## src/rtl/bk_adder_arbiter.sv

```systemverilog
// Round-robin arbiter sharing one Brent-Kung 32-bit adder among NREQ requesters.
// Optional BKARB_CHAIN_EN: per-requester carry flag for chained multi-word adds.

module brentkung32 (
  input  logic [31:0] a,
  input  logic [31:0] b,
  input  logic        cin,
  output logic [31:0] sum,
  output logic        cout
);
  logic [31:0] g0, p0, gp, pp;
  logic [32:0] c;
  int          j;

  always_comb begin
    g0 = a & b;
    p0 = a ^ b;
    gp = g0;
    pp = p0;
    j  = 0;
    // Up-sweep: bit i ends up holding the group (G,P) of its aligned power-of-two span.
    for (int lvl = 0; lvl < 5; lvl++) begin
      for (int i = 0; i < 32; i++) begin
        j = i - (1 << lvl);
        if ((((i + 1) % (2 << lvl)) == 0) && (j >= 0)) begin
          gp[5'(i)] = gp[5'(i)] | (pp[5'(i)] & gp[5'(j)]);
          pp[5'(i)] = pp[5'(i)] & pp[5'(j)];
        end
      end
    end
    // Down-sweep fills the remaining prefixes so every bit covers 0..i.
    for (int lvl = 3; lvl >= 0; lvl--) begin
      for (int i = 0; i < 32; i++) begin
        j = i - (1 << lvl);
        if ((((i + 1) % (2 << lvl)) == (1 << lvl)) && ((i + 1) >= (3 << lvl)) && (j >= 0)) begin
          gp[5'(i)] = gp[5'(i)] | (pp[5'(i)] & gp[5'(j)]);
          pp[5'(i)] = pp[5'(i)] & pp[5'(j)];
        end
      end
    end
    c    = {gp | (pp & {32{cin}}), cin};
    sum  = p0 ^ c[31:0];
    cout = c[32];
  end
endmodule

// state | meaning
// EMPTY | response slot free, rsp_valid=0
// FULL  | response slot holds a result, rsp_valid=1
module bk_adder_arbiter #(
  parameter int NREQ = 4,
  parameter int IDW  = 2
) (
  input  logic                 clk,
  input  logic                 rst,
  input  logic [NREQ-1:0]      req_valid,
  output logic [NREQ-1:0]      req_ready,
  input  logic [NREQ*32-1:0]   req_a,
  input  logic [NREQ*32-1:0]   req_b,
  input  logic [NREQ-1:0]      req_cin,
  input  logic [NREQ-1:0]      req_chain,
  output logic                 rsp_valid,
  input  logic                 rsp_ready,
  output logic [31:0]          rsp_sum,
  output logic                 rsp_cout,
  output logic [IDW-1:0]       rsp_id
);
  typedef enum logic {EMPTY = 1'b0, FULL = 1'b1} state_t;

  state_t           state_q, state_d;
  logic [IDW-1:0]   ptr;
  logic [IDW-1:0]   win;
  logic             any_valid;
  logic             can_issue;
  logic             accept;
  logic [31:0]      a_arr [NREQ];
  logic [31:0]      b_arr [NREQ];
  logic [31:0]      add_sum;
  logic             add_cout;
  logic             cin_sel;
  int               idx;

  for (genvar gi = 0; gi < NREQ; gi++) begin : g_unpack
    assign a_arr[gi] = req_a[32*gi +: 32];
    assign b_arr[gi] = req_b[32*gi +: 32];
  end

  // First valid requester at or after ptr, wrapping.
  always_comb begin
    win       = '0;
    any_valid = 1'b0;
    idx       = 0;
    for (int k = 0; k < NREQ; k++) begin
      idx = (int'(ptr) + k) % NREQ;
      if (!any_valid && req_valid[IDW'(idx)]) begin
        any_valid = 1'b1;
        win       = IDW'(idx);
      end
    end
  end

  assign can_issue = (state_q == EMPTY) || rsp_ready;
  assign accept    = can_issue && any_valid;

  always_comb begin
    req_ready = '0;
    if (accept) req_ready[win] = 1'b1;
  end

`ifdef BKARB_CHAIN_EN
  logic [NREQ-1:0] cflag;

  assign cin_sel = req_chain[win] ? cflag[win] : req_cin[win];

  always_ff @(posedge clk or posedge rst) begin
    if (rst) begin
      cflag <= '0;
    end else if (accept) begin
      cflag[win] <= add_cout;
    end
  end
`else
  logic unused_chain;

  assign unused_chain = ^req_chain;
  assign cin_sel      = req_cin[win];
`endif

  brentkung32 u_adder (
    .a    (a_arr[win]),
    .b    (b_arr[win]),
    .cin  (cin_sel),
    .sum  (add_sum),
    .cout (add_cout)
  );

  always_ff @(posedge clk or posedge rst) begin
    if (rst) begin
      state_q <= EMPTY;
    end else begin
      state_q <= state_d;
    end
  end

  always_comb begin
    state_d = state_q;
    case (state_q)
      EMPTY: if (accept) state_d = FULL;
      FULL:  if (!accept && rsp_ready) state_d = EMPTY;
      default: state_d = EMPTY;
    endcase
  end

  assign rsp_valid = (state_q == FULL);

  // Response fields keep stale values after a drain.
  always_ff @(posedge clk or posedge rst) begin
    if (rst) begin
      rsp_sum  <= '0;
      rsp_cout <= 1'b0;
      rsp_id   <= '0;
      ptr      <= '0;
    end else if (accept) begin
      rsp_sum  <= add_sum;
      rsp_cout <= add_cout;
      rsp_id   <= win;
      ptr      <= (win == IDW'(NREQ - 1)) ? '0 : win + 1'b1;
    end
  end
endmodule

```

## config.mk

```make
export PLATFORM = sky130hd
export DESIGN_NAME = bk_adder_arbiter
export DESIGN_NICKNAME = d
export VERILOG_FILES = /design/src/rtl/bk_adder_arbiter.sv
export SDC_FILE = /design/constraint.sdc
export NUM_CORES = 1
export LEC_CHECK = 0
export CAP_MARGIN = 20
export CORE_ASPECT_RATIO = 0.6
export CORE_UTILIZATION = 38
export DETAILED_ROUTE_END_ITERATION = 10
export HOLD_SLACK_MARGIN = 0.05
export MAX_ROUTING_LAYER = met4
export PLACE_DENSITY = 0.8
export SYNTH_ARGS = -nofsm -noshare
export SYNTH_HDL_FRONTEND = slang
export SYNTH_HIERARCHICAL = 1
export SYNTH_SLANG_ARGS = --single-unit
export TNS_END_PERCENT = 5
```

## constraint.sdc

```tcl
create_clock -name clk -period 4.1 [get_ports clk]
set_input_delay 0.615 -clock clk [delete_from_list [all_inputs] [get_ports clk]]
set_output_delay 0.615 -clock clk [all_outputs]
set_load 0.01 [all_outputs]
```

==> impl_metrics.yaml <==
floorplanning:
  fp.dieW_um: 147.8
  core_area_um2: 12260
  pin_count: 311
  fp-row-count: 31
  dieArea_um2: 13230
  die_y_um: 89.49
  start_util_pct: 39.55
finish:
  nNetsFinal: 1087
  nFillCells: 963
  layout_commonest_cell: "clkdlybuf4s50_1"
  syn_to_final_growth_pct: 73.95
  most-common-layout-cells: "clkdlybuf4s50_1 (306), mux2i_1 (196), dfrtp_1 (38)"
  final_util_pct: 68.79
  drive_above_1_share_pct: 10.73
  n_antenna_cell: 0
worst_setup_path:
  critPathLaunchType: "primary input"
  crit_path_end_kind: "register"
  crit_path_start: "req_valid[0]"
  rr_startpoint: "ptr[0]$_DFFE_PP0P_"
  worst-path-max-fanout: 21
  required_ns: 4.27
  cp_data_arrival_time_ns: 4.18
  crit_type: "primary input to register"
sta:
  fmax_mhz: 249.1
  tns_ns: 0
  period_needed_ns: 4.015
  finClkSkew_ns: 0.006505
  hold_viol: 0
  slew_violations: 0
  tightest_slew_ns: 0.8562
  setup_ws_ns: 0.08490
  finalCritPeriodShare_pct: 97.93
  rsz0062_at_grt: "yes"
  hold_ws_ns: 0.5068
  slew_headroom_pct: 42.84
  finalSetupViolations: 0
grt:
  antenna_found_initial: 0
  grt_pass1_wl_um: 24000
  track_usage_pct: 23.79
  grt-ovfl-total: 0
  grt_max_degree: 52
  grt_pass1_vias: 4848
cts:
  cts_tree: "built"
  cts.sinks: 38
  cts-resized-gates: 0
  hold_buffers: 0
  cts-root-buf: "clkbuf_16"
  cts.htree.levels: 2
  cts_buffers: 5
  clkTransAtPathRegs_ns: 0.06
  post-cts-setup-buffers: 0
  clock_latency_ns: 0.28
  clk_path_buf_depth: 2
yosys:
  syn_area_per_cell_um2: 10.34
  synth_top_area_share_pct: 40.68
  syn_nets: 774
  yosys_register_bits: 38
  yosysTopAreaCell: "mux2i_1"
  syn_inst: 469
  syn-cell-area_um2: 4847
  synth_seq_area_share_pct: 19.62
  ys_types: 44
  synth_area_leaders: "mux2i_1 (41%), dfrtp_1 (20%), ha_1 (8.5%)"
  ys_warn_count: 6
detailed_routing:
  wl_per_cell_um: 16.88
  vias: 4817
  drt_iter0_markers: 98
  ant_nets: 0
  viasPerCell: 5.081
  firstDrtPassIters: 4
  drt-total-wl_um: 16000
  route.detailed.drc: 0
pwr:
  clkPwrFrac_pct: 9.9
  switchingPower_mw: 2.093
  combinationalPowerShare_pct: 76.8
  cellInternalPower_mw: 3.136
  p_leak_nw: 3.749
  seqPwrFrac_pct: 13.3
  swShare_pct: 40.03
  powerDensity_nw_per_um2: 620.1
  ir_worst_vdd_v: 0.0002952
place:
  io_buffer_count: 306
  place_hpwl_um: 13430
  pre_cts_ws_ns: -0.1615
  gp_congestion: 0.8999
worst_hold_path:
  min_path_type: "register to register"
  worstHoldStart: "rsp_sum[29]$_DFFE_PP0P_"
run:
  cap_viol_max_count: 0
run_status:
  status: "complete, no violations"
-- worst max-delay path, stage by stage --
cell	delay, ns
clkdlybuf4s50_1	0.48
nor2b_1	0.17
o21ai_0	0.31
o221a_4	0.40
buf_12	0.25
mux2i_1	0.26
ha_1	0.30
a21oi_1	0.20
o21ai_0	0.23
nor4b_1	0.42
a221oi_2	0.11
xor2_1	0.16
mux2_2	0.27
-- cells in the mapped netlist --
library cell,instances
o21ai_2,3
a211oi_2,1
nand4_1,1
mux2i_1,197
nor4_1,1
buf_6,9
dfrtp_1,38
a21o_1,4
nor3b_1,1
nor3_1,3
o32a_1,1
ha_1,33
o211ai_2,1
nand2b_1,2
buf_4,5
nand3_1,6
buf_2,13
xnor2_1,19
nor2_1,13
or3_1,1
fa_1,1
a21oi_1,25
xor2_1,6
a21boi_0,1
o221a_1,1
mux2_2,35
a211o_1,2
o21a_1,1
clkbuf_1,2
and2_1,2
o21bai_1,1
a221oi_2,1
and3_1,3
o311a_1,1
nor4b_1,1
a2111oi_0,1
o21ai_0,6
and2b_1,2
o211ai_1,1
a41oi_1,2
nand2_1,11
nor2b_1,7
o2111ai_4,1
inv_1,3
-- worst paths after layout --
| kind | end | slack (ns) | cells after the start |
|---|---|---|---|
| setup / recovery | rsp_sum[16]$_DFFE_PP0P_ | 0.08 | 13 |
| hold / removal | rsp_sum[29]$_DFFE_PP0P_ | 0.51 | 1 |
| setup reg to reg | rsp_sum[16]$_DFFE_PP0P_ | 0.60 | 12 |
| hold reg to reg | rsp_sum[29]$_DFFE_PP0P_ | 0.51 | 1 |
| max in group asynchronous | rsp_sum[21]$_DFFE_PP0P_ | 2.73 | 2 |
| min in group asynchronous | rsp_valid$_DFF_PP0_ | 0.82 | 2 |
-- stage by stage --
step / instance area (µm²) / power, mW / std cells
CTS: 8422 / 5.240 / 948
global placement: 8223 / 4.537 / 940
finish: 8432 / 5.229 / 948
floorplan: 4847 / 3.360 / 469
detailed placement: 8223 / 4.691 / 940
global route: 8432 / 5.618 / 948
-- flip-flops by register name (all words and copies together), names as in the netlist --
register and cells:
rsp_id 2, rsp_valid 1, rsp_cout 1, rsp_sum 32
ptr 2
-- power groups by stage --
stage / logic [mW] / registers (mW) / clock network [mW]
floorplan: 2.60 / 0.759 / 0
global placement: 3.84 / 0.693 / 0
detailed placement: 3.99 / 0.700 / 0
CTS: 4.01 / 0.697 / 0.531
global route: 4.35 / 0.718 / 0.549
finish: 4.02 / 0.694 / 0.519
-- cells by family (layout without fill, tap and decap cells) --
logic type | count (synthesis) | after routing | synth area share, %
compound gates | 54 | 54 | 7.899
xor+xnor | 25 | 25 | 4.517
fa+ha+maj | 34 | 34 | 8.931
buf+inv | 32 | 346 | 4.595
flops | 38 | 38 | 19.62
mux | 232 | 232 | 48.81
simple gates | 54 | 54 | 5.627
-- cell type report --
class / count / area [µm²] / area share [%]
multi-input combinational: 399 / 3709 / 43.98
inverter: 3 / 11.26 / 0.1336
timing repair buffer: 335 / 3356 / 39.80
clock buffer: 6 / 138.9 / 1.647
clock inverter: 2 / 60.06 / 0.7123
sequential: 38 / 950.9 / 11.28
tap: 165 / 206.4 / 2.448
-- per-layer routing --
layer	GRT usage [%]	part of all wire [%]
met5	-	0
met4	4.405	1.2
met3	4.082	5.0
met2	44.30	52
met1	27.34	42
(Power assumes the default switching activity.)
